[config.mk]
export PLATFORM = sky130hd
export DESIGN_NAME = reduce_exec_flat
export DESIGN_NICKNAME = d
export VERILOG_FILES = /design/src/rtl/reduce_exec_if.sv /design/src/rtl/reduce_exec.sv /design/src/flat_wrapper.sv
export SDC_FILE = /design/constraint.sdc
export NUM_CORES = 1
export LEC_CHECK = 0
export BUFFER_PORTS_ARGS = -buffer_cell sky130_fd_sc_hd__buf_2
export CORE_UTILIZATION = 60
export DETAILED_ROUTE_END_ITERATION = 10
export GPL_TIMING_DRIVEN = 0
export HOLD_SLACK_MARGIN = 0.15
export MAX_ROUTING_LAYER = met4
export PLACE_DENSITY = 0.85
export REMOVE_ABC_BUFFERS = 1
export SLEW_MARGIN = 20
export SYNTH_ARGS = -nofsm -noshare
export SYNTH_HDL_FRONTEND = slang
export SYNTH_SLANG_ARGS = --single-unit
[constraint.sdc]
create_clock -name clk -period 4.7 [get_ports clk]
set_input_delay 1.41 -clock clk [delete_from_list [all_inputs] [get_ports clk]]
set_output_delay 1.41 -clock clk [all_outputs]
set_load 0.005 [all_outputs]
[src/rtl/reduce_exec_if.sv]
// reduce_exec_if: handshake bundle between the reduction engine and its two FIFOs.
//   ififo_rdy      input FIFO non-empty, idata valid (show-ahead)
//   idata          input FIFO head word
//   ififo_pop      engine consumes the head word this cycle
//   op_mode        operator presented alongside a header word
//   ofifo_not_full output FIFO can accept a word
//   ofifo_push     engine writes odata this cycle
//   odata          result word
// Modport master is the engine side; slave is the FIFO/environment side.
interface reduce_exec_if #(
  parameter int DWIDTH = 8
);
  logic              ififo_rdy;
  logic [DWIDTH-1:0] idata;
  logic              ififo_pop;
  logic [1:0]        op_mode;
  logic              ofifo_not_full;
  logic              ofifo_push;
  logic [DWIDTH-1:0] odata;

  modport master (
    input  ififo_rdy,
    input  idata,
    input  op_mode,
    input  ofifo_not_full,
    output ififo_pop,
    output ofifo_push,
    output odata
  );

  modport slave (
    output ififo_rdy,
    output idata,
    output op_mode,
    output ofifo_not_full,
    input  ififo_pop,
    input  ofifo_push,
    input  odata
  );
endinterface

[src/rtl/reduce_exec.sv]
// reduce_exec: packet-reduction engine. Reads length-prefixed packets from a
// show-ahead input FIFO, folds the payload with XOR/ADD/AND/OR chosen at the
// header, and pushes one result word per packet into the output FIFO.
// Ports:
//   clk, rst   clock and synchronous active-high reset
//   bus        reduce_exec_if.master (input/output FIFO handshakes, op_mode, odata)
//   exec_idle  high while in IDLE
//   err_len    one-cycle pulse after a header longer than MAX_LEN is popped
//   pkt_cnt    results pushed since reset, wrapping
//   state      current FSM encoding (IDLE=0, DATA=1, PUSH=2)
module reduce_exec #(
  parameter int DWIDTH   = 8,
  parameter int CNTWIDTH = 8,
  parameter int MAX_LEN  = 255,
  parameter int PCWIDTH  = 16
) (
  input  logic               clk,
  input  logic               rst,
  reduce_exec_if.master      bus,
  output logic               exec_idle,
  output logic               err_len,
  output logic [PCWIDTH-1:0] pkt_cnt,
  output logic [1:0]         state
);

  typedef enum logic [1:0] {
    IDLE = 2'd0,
    DATA = 2'd1,
    PUSH = 2'd2
  } state_t;

  state_t              cur_state;
  state_t              nxt_state;
  logic [DWIDTH-1:0]   acc;
  logic [CNTWIDTH-1:0] cnt;
  logic [1:0]          op;

  logic [CNTWIDTH-1:0] hdr_len;
  logic                hdr_load;
  logic                data_pop;
  logic                pop;
  logic                push;
  logic [DWIDTH-1:0]   identity;
  logic [DWIDTH-1:0]   combined;

  // Upper header bits beyond the length field are ignored.
  assign hdr_len = bus.idata[CNTWIDTH-1:0];

  // AND must start from all-ones so the first payload word passes through.
  assign identity = (bus.op_mode == 2'd2) ? '1 : '0;

  always_comb begin
    combined = acc;
    case (op)
      2'd0:    combined = acc ^ bus.idata;
      2'd1:    combined = acc + bus.idata;
      2'd2:    combined = acc & bus.idata;
      default: combined = acc | bus.idata;
    endcase
  end

  // Next-state and handshake decode. A header may be taken either from IDLE
  // or in the same cycle the previous result is pushed, which is what lets
  // back-to-back packets run without a bubble.
  always_comb begin
    nxt_state = cur_state;
    pop       = 1'b0;
    push      = 1'b0;
    hdr_load  = 1'b0;
    data_pop  = 1'b0;
    case (cur_state)
      IDLE: begin
        if (bus.ififo_rdy) begin
          pop       = 1'b1;
          hdr_load  = 1'b1;
          nxt_state = (hdr_len == '0) ? PUSH : DATA;
        end
      end
      DATA: begin
        if (bus.ififo_rdy) begin
          pop      = 1'b1;
          data_pop = 1'b1;
          if (cnt == CNTWIDTH'(1)) nxt_state = PUSH;
        end
      end
      PUSH: begin
        if (bus.ofifo_not_full) begin
          push = 1'b1;
          if (bus.ififo_rdy) begin
            pop       = 1'b1;
            hdr_load  = 1'b1;
            nxt_state = (hdr_len == '0) ? PUSH : DATA;
          end else begin
            nxt_state = IDLE;
          end
        end
      end
      default: nxt_state = IDLE;
    endcase
  end

  always_ff @(posedge clk) begin
    if (rst) cur_state <= IDLE;
    else     cur_state <= nxt_state;
  end

  // Datapath: accumulator, remaining count, latched operator and status.
  // An oversize length only flags err_len; the packet is still consumed in
  // full so the stream stays aligned.
  always_ff @(posedge clk) begin
    if (rst) begin
      acc     <= '0;
      cnt     <= '0;
      op      <= 2'd0;
      pkt_cnt <= '0;
      err_len <= 1'b0;
    end else begin
      err_len <= hdr_load && (32'(hdr_len) > 32'(MAX_LEN));
      if (hdr_load) begin
        cnt <= hdr_len;
        op  <= bus.op_mode;
        acc <= identity;
      end else if (data_pop) begin
        acc <= combined;
        cnt <= cnt - CNTWIDTH'(1);
      end
      if (push) pkt_cnt <= pkt_cnt + PCWIDTH'(1);
    end
  end

  assign bus.ififo_pop  = pop;
  assign bus.ofifo_push = push;
  assign bus.odata      = acc;
  assign exec_idle      = (cur_state == IDLE);
  assign state          = cur_state;

endmodule

[src/flat_wrapper.sv]
// flat-port wrapper written by rule: the top's interface ports become plain ports
module reduce_exec_flat 
#(
  parameter int DWIDTH   = 8,
  parameter int CNTWIDTH = 8,
  parameter int MAX_LEN  = 255,
  parameter int PCWIDTH  = 16
)
  (clk, rst, exec_idle, err_len, pkt_cnt, state, bus_ififo_rdy, bus_idata, bus_op_mode, bus_ofifo_not_full, bus_ififo_pop, bus_ofifo_push, bus_odata);
  reduce_exec_if #(.DWIDTH(DWIDTH)) bus_i ();
  input  logic clk;
  input  logic rst;
  output logic exec_idle;
  output logic err_len;
  output logic [PCWIDTH-1:0] pkt_cnt;
  output logic [1:0] state;
  input wire logic [$bits(bus_i.ififo_rdy)-1:0] bus_ififo_rdy;
  input wire logic [$bits(bus_i.idata)-1:0] bus_idata;
  input wire logic [$bits(bus_i.op_mode)-1:0] bus_op_mode;
  input wire logic [$bits(bus_i.ofifo_not_full)-1:0] bus_ofifo_not_full;
  output wire logic [$bits(bus_i.ififo_pop)-1:0] bus_ififo_pop;
  output wire logic [$bits(bus_i.ofifo_push)-1:0] bus_ofifo_push;
  output wire logic [$bits(bus_i.odata)-1:0] bus_odata;
  assign bus_i.ififo_rdy = bus_ififo_rdy;
  assign bus_i.idata = bus_idata;
  assign bus_i.op_mode = bus_op_mode;
  assign bus_i.ofifo_not_full = bus_ofifo_not_full;
  assign bus_ififo_pop = bus_i.ififo_pop;
  assign bus_ofifo_push = bus_i.ofifo_push;
  assign bus_odata = bus_i.odata;
  reduce_exec #(.DWIDTH(DWIDTH), .CNTWIDTH(CNTWIDTH), .MAX_LEN(MAX_LEN), .PCWIDTH(PCWIDTH)) u_core (.clk(clk), .rst(rst), .bus(bus_i), .exec_idle(exec_idle), .err_len(err_len), .pkt_cnt(pkt_cnt), .state(state));
endmodule
==> out/metrics.csv, run 1 <==
stage,metric,value,unit
outcome,result of the run,"finished, final reports clean",
logic_synthesis,post-synth design cell area,0.00238,mm^2
clock_tree,total of hold buffers inserted after clock tree synthesis,0,
floorplan,Die X,64.9,um
grt,Global Route Usage Sum,28.5,%
grt,GRT overflow,0,
sta,maximum clock frequency,257,MHz
sta,Worst slew margin,28.8,%
hold_path,destination of the worst hold path,u_core.pkt_cnt[9]$_SDFFE_PP0P_,
sta,minimum clock period,3.89,ns
power_and_ir_drop,"IR drop worst, VDD",213,uV
sta,fin. max-slew vios,0,
clock_tree,clock slew at the register clock pins of the worst setup and hold paths,0.08,ns
worst_setup_path,Crit path max-delay family,buffers and inverters,
clock_tree,post-CTS setup buffer count,0,
hold_path,kind of path behind the tightest hold check,register to register,
logic_synthesis,fraction of post-synthesis cell area in the top cell type by area,30.3,%
sta,Setup Viol. Count Final,0,
placed_design,DP Wirelength,3.84,mm
grt,largest net degree at the start of global routing,35,
drt,Iter 0 DRT Violations,224,
hold_path,hold path cells,2,
clock_tree,PostCTS Resize Cnt,0,
logic_synthesis,most used standard cell by instance count after synthesis,sky130_fd_sc_hd__dfxtp_1,
final_layout,count of non-filler cells in the finished layout,367,
drt,remaining number of nets flagged by the antenna check after routing,0,
clock_tree,number of buffers on the longest clock path,2,
worst_setup_path,CP Data Arrival Time,2.48,ns
placed_design,placed cells,359,
final_layout,number of inserted diodes,0,
floorplan,chip height,64.9,um
worst_setup_path,highest-delay cell along the critical path,sky130_fd_sc_hd__nand2_1,
drt,number of detailed-route iterations in the first pass,4,
logic_synthesis,Synth area leader,sky130_fd_sc_hd__dfxtp_1,
drt,DRC,0,
grt,number of antenna violations at the first check in global routing,0,
logic_synthesis,number of synthesized flops with an enable pin,0,
placed_design,worst slack at placement,0.849,ns
logic_synthesis,Yosys Warn Count,0,
logic_synthesis,Area contributors post-synth,"sky130_fd_sc_hd__dfxtp_1 30%, sky130_fd_sc_hd__ha_1 10%, sky130_fd_sc_hd__nor2_1 5.2%",
sta,final setup skew,0.0135,ns
clock_tree,CTS H-Tree Depth,2,
power_and_ir_drop,Pwr Density,293,mW/mm^2
clock_tree,cell at the root of the clock tree,sky130_fd_sc_hd__clkbuf_8,
sta,crit share post-route,82.8,%
drt,average wire length per cell after detail routing,14.8,um
floorplan,FP Rows,22,
power_and_ir_drop,Static Leakage,1.21,nW
floorplan,Die Area,0.00422,mm^2
logic_synthesis,post-synthesis async set-or-reset flop share,0,%
worst_setup_path,worst path cell trace,"buf_2, nand2b_1, nand2_1, nand2_1, inv_1, buf_2",
sta,RSZ-0062 raised after global routing,no,
placed_design,input/output buffers,42,
grt,via count of the first global-routing pass,2066,
final_layout,Layout fillers,312,
worst_setup_path,Crit Path Category,input pin to primary output,
sta,Post-Route Setup TNS,0,ns
logic_synthesis,instance count of the mapped netlist,285,
floorplan,area of the placeable core,0.00374,mm^2
worst_setup_path,reg2reg setup slack,2.58,ns
worst_setup_path,Reg2Reg Launch Point,u_core.bus.odata[0]$_SDFFE_PP0P_,
sta,endpoints failing hold,0,
floorplan,IO Pins,44,
worst_setup_path,largest incremental delay on the critical path,0.36,ns
worst_setup_path,CP required,3.29,ns
worst_setup_path,endpoint of the lowest-slack register-to-register path,u_core.bus.odata[6]$_SDFFE_PP0P_,
drt,Vias,2177,
worst_setup_path,depth of the most critical reg-to-reg path,7,
sta,Tightest Pin Transition,1.06,ns
clock_tree,number of buffers created by CTS,5,
logic_synthesis,most common library cells after synthesis,"36 x sky130_fd_sc_hd__dfxtp_1, 33 x sky130_fd_sc_hd__nor2_1, 24 x sky130_fd_sc_hd__inv_1",
drt,routed wire length,5.44,mm
final_layout,share of post-route cells with drive strength above 1,18.8,%
logic_synthesis,Post-synth top flop,sky130_fd_sc_hd__dfxtp_1,
worst_setup_path,type of origin of the critical path,input pin,
clock_tree,worst-skew pair later-pin latency,0.29,ns
floorplan,initial standard-cell utilization of the core,63.5,%
drt,DR vias/cell,5.93,
logic_synthesis,register bit total from synthesis,36,
run,number of max-cap violations,0,
final_layout,post-synthesis to final-layout area growth,12.1,%
clock_tree,TritonCTS clock tree,yes,
final_layout,utilization after layout,71.2,%
logic_synthesis,"Distinct cells, synth",56,
placed_design,final weighted congestion of routability-driven global placement,0.882,
logic_synthesis,mean cell area of the mapped netlist,8.34,um^2
worst_setup_path,kind of capture point of the worst setup path,primary output,
final_layout,nets@finish,352,
sta,worst-case setup margin in the final layout,0.810,ns
worst_setup_path,Critical Path Fanout Max,11,
logic_synthesis,share of the yosys chip area belonging to registers,30.3,%
clock_tree,number of clock sinks,36,
worst_setup_path,buffers and inverters on the worst path,3,
hold_path,start point of the worst min-delay path,u_core.pkt_cnt[9]$_SDFFE_PP0P_,
grt,global-route wire length before repair,9.13,mm
-- flip-flops by register name, summed over array words and instances (netlist names) --
name              flops
u_core.pkt_cnt       16
u_core.bus.odata      8
u_core.cnt            8
u_core.op             2
u_core.state          2
-- power breakdown --
group / internal (W) / total [W] / switching (W)
Clock: 0.000157 / 0.000276 / 0.000119
Combinational: 0.0000728 / 0.000163 / 0.0000903
Sequential: 0.000320 / 0.000341 / 0.0000211
Total: 0.000549 / 0.000780 / 0.000230
-- tightest hold or removal path, cell delays in order, from the launching register on --
cell                      delay [ns]
sky130_fd_sc_hd__dfxtp_1        0.33
sky130_fd_sc_hd__o21ai_0        0.07
sky130_fd_sc_hd__a21oi_1        0.06
-- placed cells by master, fill, tap and decap left out, drive strengths merged, types with 5 or more instances in the layout --
cell type / synthesis / final
buf: 11 / 42
dfxtp: 36 / 36
nand4: 5 / 5
inv: 24 / 24
or3: 6 / 6
clkbuf: 5 / 5
a21oi: 18 / 18
nor3: 7 / 7
nand2: 17 / 17
nor2: 34 / 34
ha: 19 / 19
o21ai: 13 / 13
xor2: 9 / 9
nand3: 8 / 8
a211oi: 10 / 10
xnor2: 5 / 5
a221oi: 8 / 8
-- worst max path at each step --
stage | slack [ns] | startpoint | cells past startpoint | endpoint
2_1_floorplan | 1.40 | bus_ofifo_not_full | 4 | bus_ififo_pop
3_3_place_gp | 0.86 | bus_ofifo_not_full | 6 | bus_ififo_pop
3_5_place_dp | 0.85 | bus_ofifo_not_full | 6 | bus_ififo_pop
4_1_cts | 0.84 | bus_ofifo_not_full | 6 | bus_ififo_pop
5_1_grt | 0.75 | bus_ofifo_not_full | 6 | bus_ififo_pop
6_report | 0.81 | bus_ofifo_not_full | 6 | bus_ififo_pop
-- per-stage QoR --
step | cell area [um^2] | hold slack (ns) | power (W)
floorplan | 2280 | 0.469 | 0.000456
CTS | 2670 | 0.507 | 0.000779
global placement | 2550 | 0.483 | 0.000501
detailed placement | 2550 | 0.496 | 0.000507
global route | 2670 | 0.555 | 0.000814
finish | 2670 | 0.506 | 0.000780
-- cells by family (layout without fill, tap and decap cells) --
logic type,count (synthesis),in the layout,share of synthesized area (%)
AO/OA/AOI/OAI,68,68,19.6
XOR/XNOR,14,14,5.16
adder cells (fa/ha/maj),20,20,10.8
buffers and inverters,40,74,7.74
flip-flops,36,36,30.3
multiplexers,8,8,4.05
other,1,1,0.158
AND/OR/NAND/NOR,98,98,22.1
-- cell type report --
class                      instances  area, um^2  area share [%]
multi-input combinational        209        1470            55.3
timing repair buffer              42         210            7.89
clock buffer                       5        68.8            2.58
clock inverter                     3        42.5            1.60
sequential                        36         721            27.0
inverter                          24        90.1            3.38
tap                               48        60.1            2.25
-- metal layers --
metal / wire length (um) / part of all wire, % / up-vias / global-route usage, %
li1: - / - / 1083 / -
met1: 2580 / 47 / 1028 / 36.6
met2: 2560 / 47 / 55 / 45.1
met3: 217 / 4.0 / 11 / 4.40
met4: 73 / 1.3 / 0 / 10.3
met5: 0 / 0 / - / -
Power figures use the tool's default switching activity.
==> run 2: changes to the inputs <==
--- a/config.mk
+++ b/config.mk
@@ -6,12 +6,12 @@
 export NUM_CORES = 1
 export LEC_CHECK = 0
 export BUFFER_PORTS_ARGS = -buffer_cell sky130_fd_sc_hd__buf_2
-export CORE_UTILIZATION = 60
+export CORE_UTILIZATION = 50
 export DETAILED_ROUTE_END_ITERATION = 10
 export GPL_TIMING_DRIVEN = 0
 export HOLD_SLACK_MARGIN = 0.15
 export MAX_ROUTING_LAYER = met4
-export PLACE_DENSITY = 0.85
+export PLACE_DENSITY = 0.76
 export REMOVE_ABC_BUFFERS = 1
 export SLEW_MARGIN = 20
 export SYNTH_ARGS = -nofsm -noshare
==> constraint.sdc (replaced) <==
create_clock -name clk -period 3.3 [get_ports clk]
set_input_delay 0.99 -clock clk [delete_from_list [all_inputs] [get_ports clk]]
set_output_delay 0.99 -clock clk [all_outputs]
set_load 0.005 [all_outputs]
==> run 2 against run 1 <==
Net effect:
- the run now ends with design-rule violations left
- clock skew decreased by 0.0076 ns
- sequential power is 42% higher
- wire length is 4.4% lower
- count of clock-buffer cells in the layout rose by 2
- flip-flop and latch count did not move
- total power increased by 35%
- worst setup slack lost 0.51 ns
- critical path type unchanged
==> out/metrics.csv, run 2 (synthesis results as in run 1) <==
stage,metric,value,unit
clock_tree,clock slew at the register clock pins of the worst setup and hold paths,0.07,ns
sta,final setup skew,0.00591,ns
drt,remaining number of nets flagged by the antenna check after routing,0,
placed_design,worst slack at placement,0.314,ns
sta,maximum clock frequency,333,MHz
power_and_ir_drop,Static Leakage,1.20,nW
final_layout,most frequent cells in the layout,"42 x sky130_fd_sc_hd__buf_2, 36 x sky130_fd_sc_hd__dfxtp_1, 33 x sky130_fd_sc_hd__nor2_1, 24 x sky130_fd_sc_hd__inv_1, 19 x sky130_fd_sc_hd__ha_1",
drt,DR vias/cell,5.79,
placed_design,total placed instance area,0.00256,mm^2
final_layout,"flip-flop count of the largest register, all copies and words added",16,
clock_tree,worst-skew pair later-pin latency,0.28,ns
worst_setup_path,CP required,2.31,ns
sta,fin. max-slew vios,0,
placed_design,DP Wirelength,3.78,mm
clock_tree,PostCTS Resize Cnt,0,
grt,GRT overflow,0,
sta,Worst slew margin,30.7,%
worst_setup_path,Crit Path Category,input pin to primary output,
floorplan,FP Rows,24,
sta,Tightest Pin Transition,1.03,ns
sta,endpoints failing hold,0,
final_layout,post-synthesis to final-layout area growth,11.7,%
drt,routed wire length,5.20,mm
grt,largest net degree at the start of global routing,35,
worst_setup_path,CP Data Arrival Time,2.01,ns
sta,crit share post-route,91.0,%
placed_design,placed cells,363,
power_and_ir_drop,total power after layout,0.00105,W
floorplan,Die Area,0.00503,mm^2
drt,average wire length per cell after detail routing,14.0,um
drt,number of detailed-route iterations in the first pass,8,
drt,DRC,4,
final_layout,count of non-filler cells in the finished layout,370,
clock_tree,TritonCTS clock tree,yes,
sta,RSZ-0062 raised after global routing,no,
final_layout,most flop-heavy register,u_core.pkt_cnt,
sta,minimum clock period,3.00,ns
floorplan,initial standard-cell utilization of the core,53.1,%
floorplan,chip height,71.0,um
worst_setup_path,kind of capture point of the worst setup path,primary output,
clock_tree,CTS H-Tree Depth,2,
final_layout,Layout fillers,402,
clock_tree,post-CTS setup buffer count,0,
final_layout,area of the multi-input gates,0.00147,mm^2
clock_tree,number of buffers on the longest clock path,2,
final_layout,"most common cell after layout, fill and taps aside",sky130_fd_sc_hd__buf_2,
clock_tree,number of buffers created by CTS,5,
final_layout,share of post-route cells with drive strength above 1,18.6,%
final_layout,number of inserted diodes,0,
floorplan,Die X,71.0,um
final_layout,area of all placed cells without fillers,0.00266,mm^2
final_layout,register area,721,um^2
worst_setup_path,Critical Path Fanout Max,11,
placed_design,input/output buffers,42,
grt,Global Route Usage Sum,22.6,%
drt,Iter 0 DRT Violations,164,
floorplan,IO Pins,44,
clock_tree,total of hold buffers inserted after clock tree synthesis,0,
run,number of max-cap violations,0,
outcome,violations in the final reports,design-rule violations,
placed_design,final weighted congestion of routability-driven global placement,0.880,
power_and_ir_drop,Pwr Density,397,mW/mm^2
grt,via count of the first global-routing pass,1820,
final_layout,nets@finish,352,
clock_tree,cell at the root of the clock tree,sky130_fd_sc_hd__clkbuf_8,
floorplan,area of the placeable core,0.00447,mm^2
outcome,result of the run,"finished, violations left",
clock_tree,number of clock sinks,36,
worst_setup_path,type of origin of the critical path,input pin,
power_and_ir_drop,"IR drop worst, VDD",292,uV
drt,Vias,2141,
sta,Setup Viol. Count Final,0,
hold_path,kind of path behind the tightest hold check,register to register,
sta,worst-case setup margin in the final layout,0.295,ns
grt,number of antenna violations at the first check in global routing,0,
sta,Post-Route Setup TNS,0,ns
grt,global-route wire length before repair,8.83,mm
==> run 2: area by class of cell <==
type                            count  share of cell area, %
Timing Repair Buffer               42                   7.92
Sequential cell                    36                   27.1
Tap cell                           52                   2.45
Inverter                           24                   3.39
Multi-Input combinational cell    209                   55.5
Clock buffer                        7                   3.63
==> run 2: routing by layer <==
| layer | GRT usage (%) | vias to the layer above | routed length, um |
|---|---|---|---|
| met1 | 32.8 | 1008 | 2600 |
| met3 | 2.56 | 5 | 162 |
| li1 | - | 1087 | - |
| met4 | 6.67 | 0 | 60 |
| met5 | - | - | 0 |
| met2 | 33.0 | 41 | 2380 |
==> run 2: worst paths after layout <==
kind	from	endpoint	slack, ns	depth (start not counted)
max	bus_ofifo_not_full	bus_ififo_pop	0.30	6
min	u_core.cnt[6]$_SDFFE_PP0P_	u_core.cnt[6]$_SDFFE_PP0P_	0.51	2
max reg2reg	u_core.bus.odata[0]$_SDFFE_PP0P_	u_core.bus.odata[6]$_SDFFE_PP0P_	1.22	7
min reg2reg	u_core.cnt[6]$_SDFFE_PP0P_	u_core.cnt[6]$_SDFFE_PP0P_	0.51	2
==> run 2: critical path, cell delays in order <==
cell,delay (ns)
sky130_fd_sc_hd__buf_2,0.12
sky130_fd_sc_hd__nand2b_1,0.09
sky130_fd_sc_hd__nand2_1,0.06
sky130_fd_sc_hd__nand2_1,0.34
sky130_fd_sc_hd__inv_1,0.23
sky130_fd_sc_hd__buf_2,0.18
==> run 2: metrics by stage <==
step                      util (%)  hold slack, ns
after global routing          59.3           0.546
after floorplan                  -           0.469
final                         59.3           0.510
after CTS                     59.3           0.517
after global placement        57.2           0.484
after detailed placement      57.2           0.500
==> run 2: where the power goes <==
part,switching (W),internal (W),total (W)
sequential,0.0000299,0.000455,0.000485
combinational,0.000122,0.000103,0.000225
clock,0.000158,0.000186,0.000344
total,0.000310,0.000744,0.00105
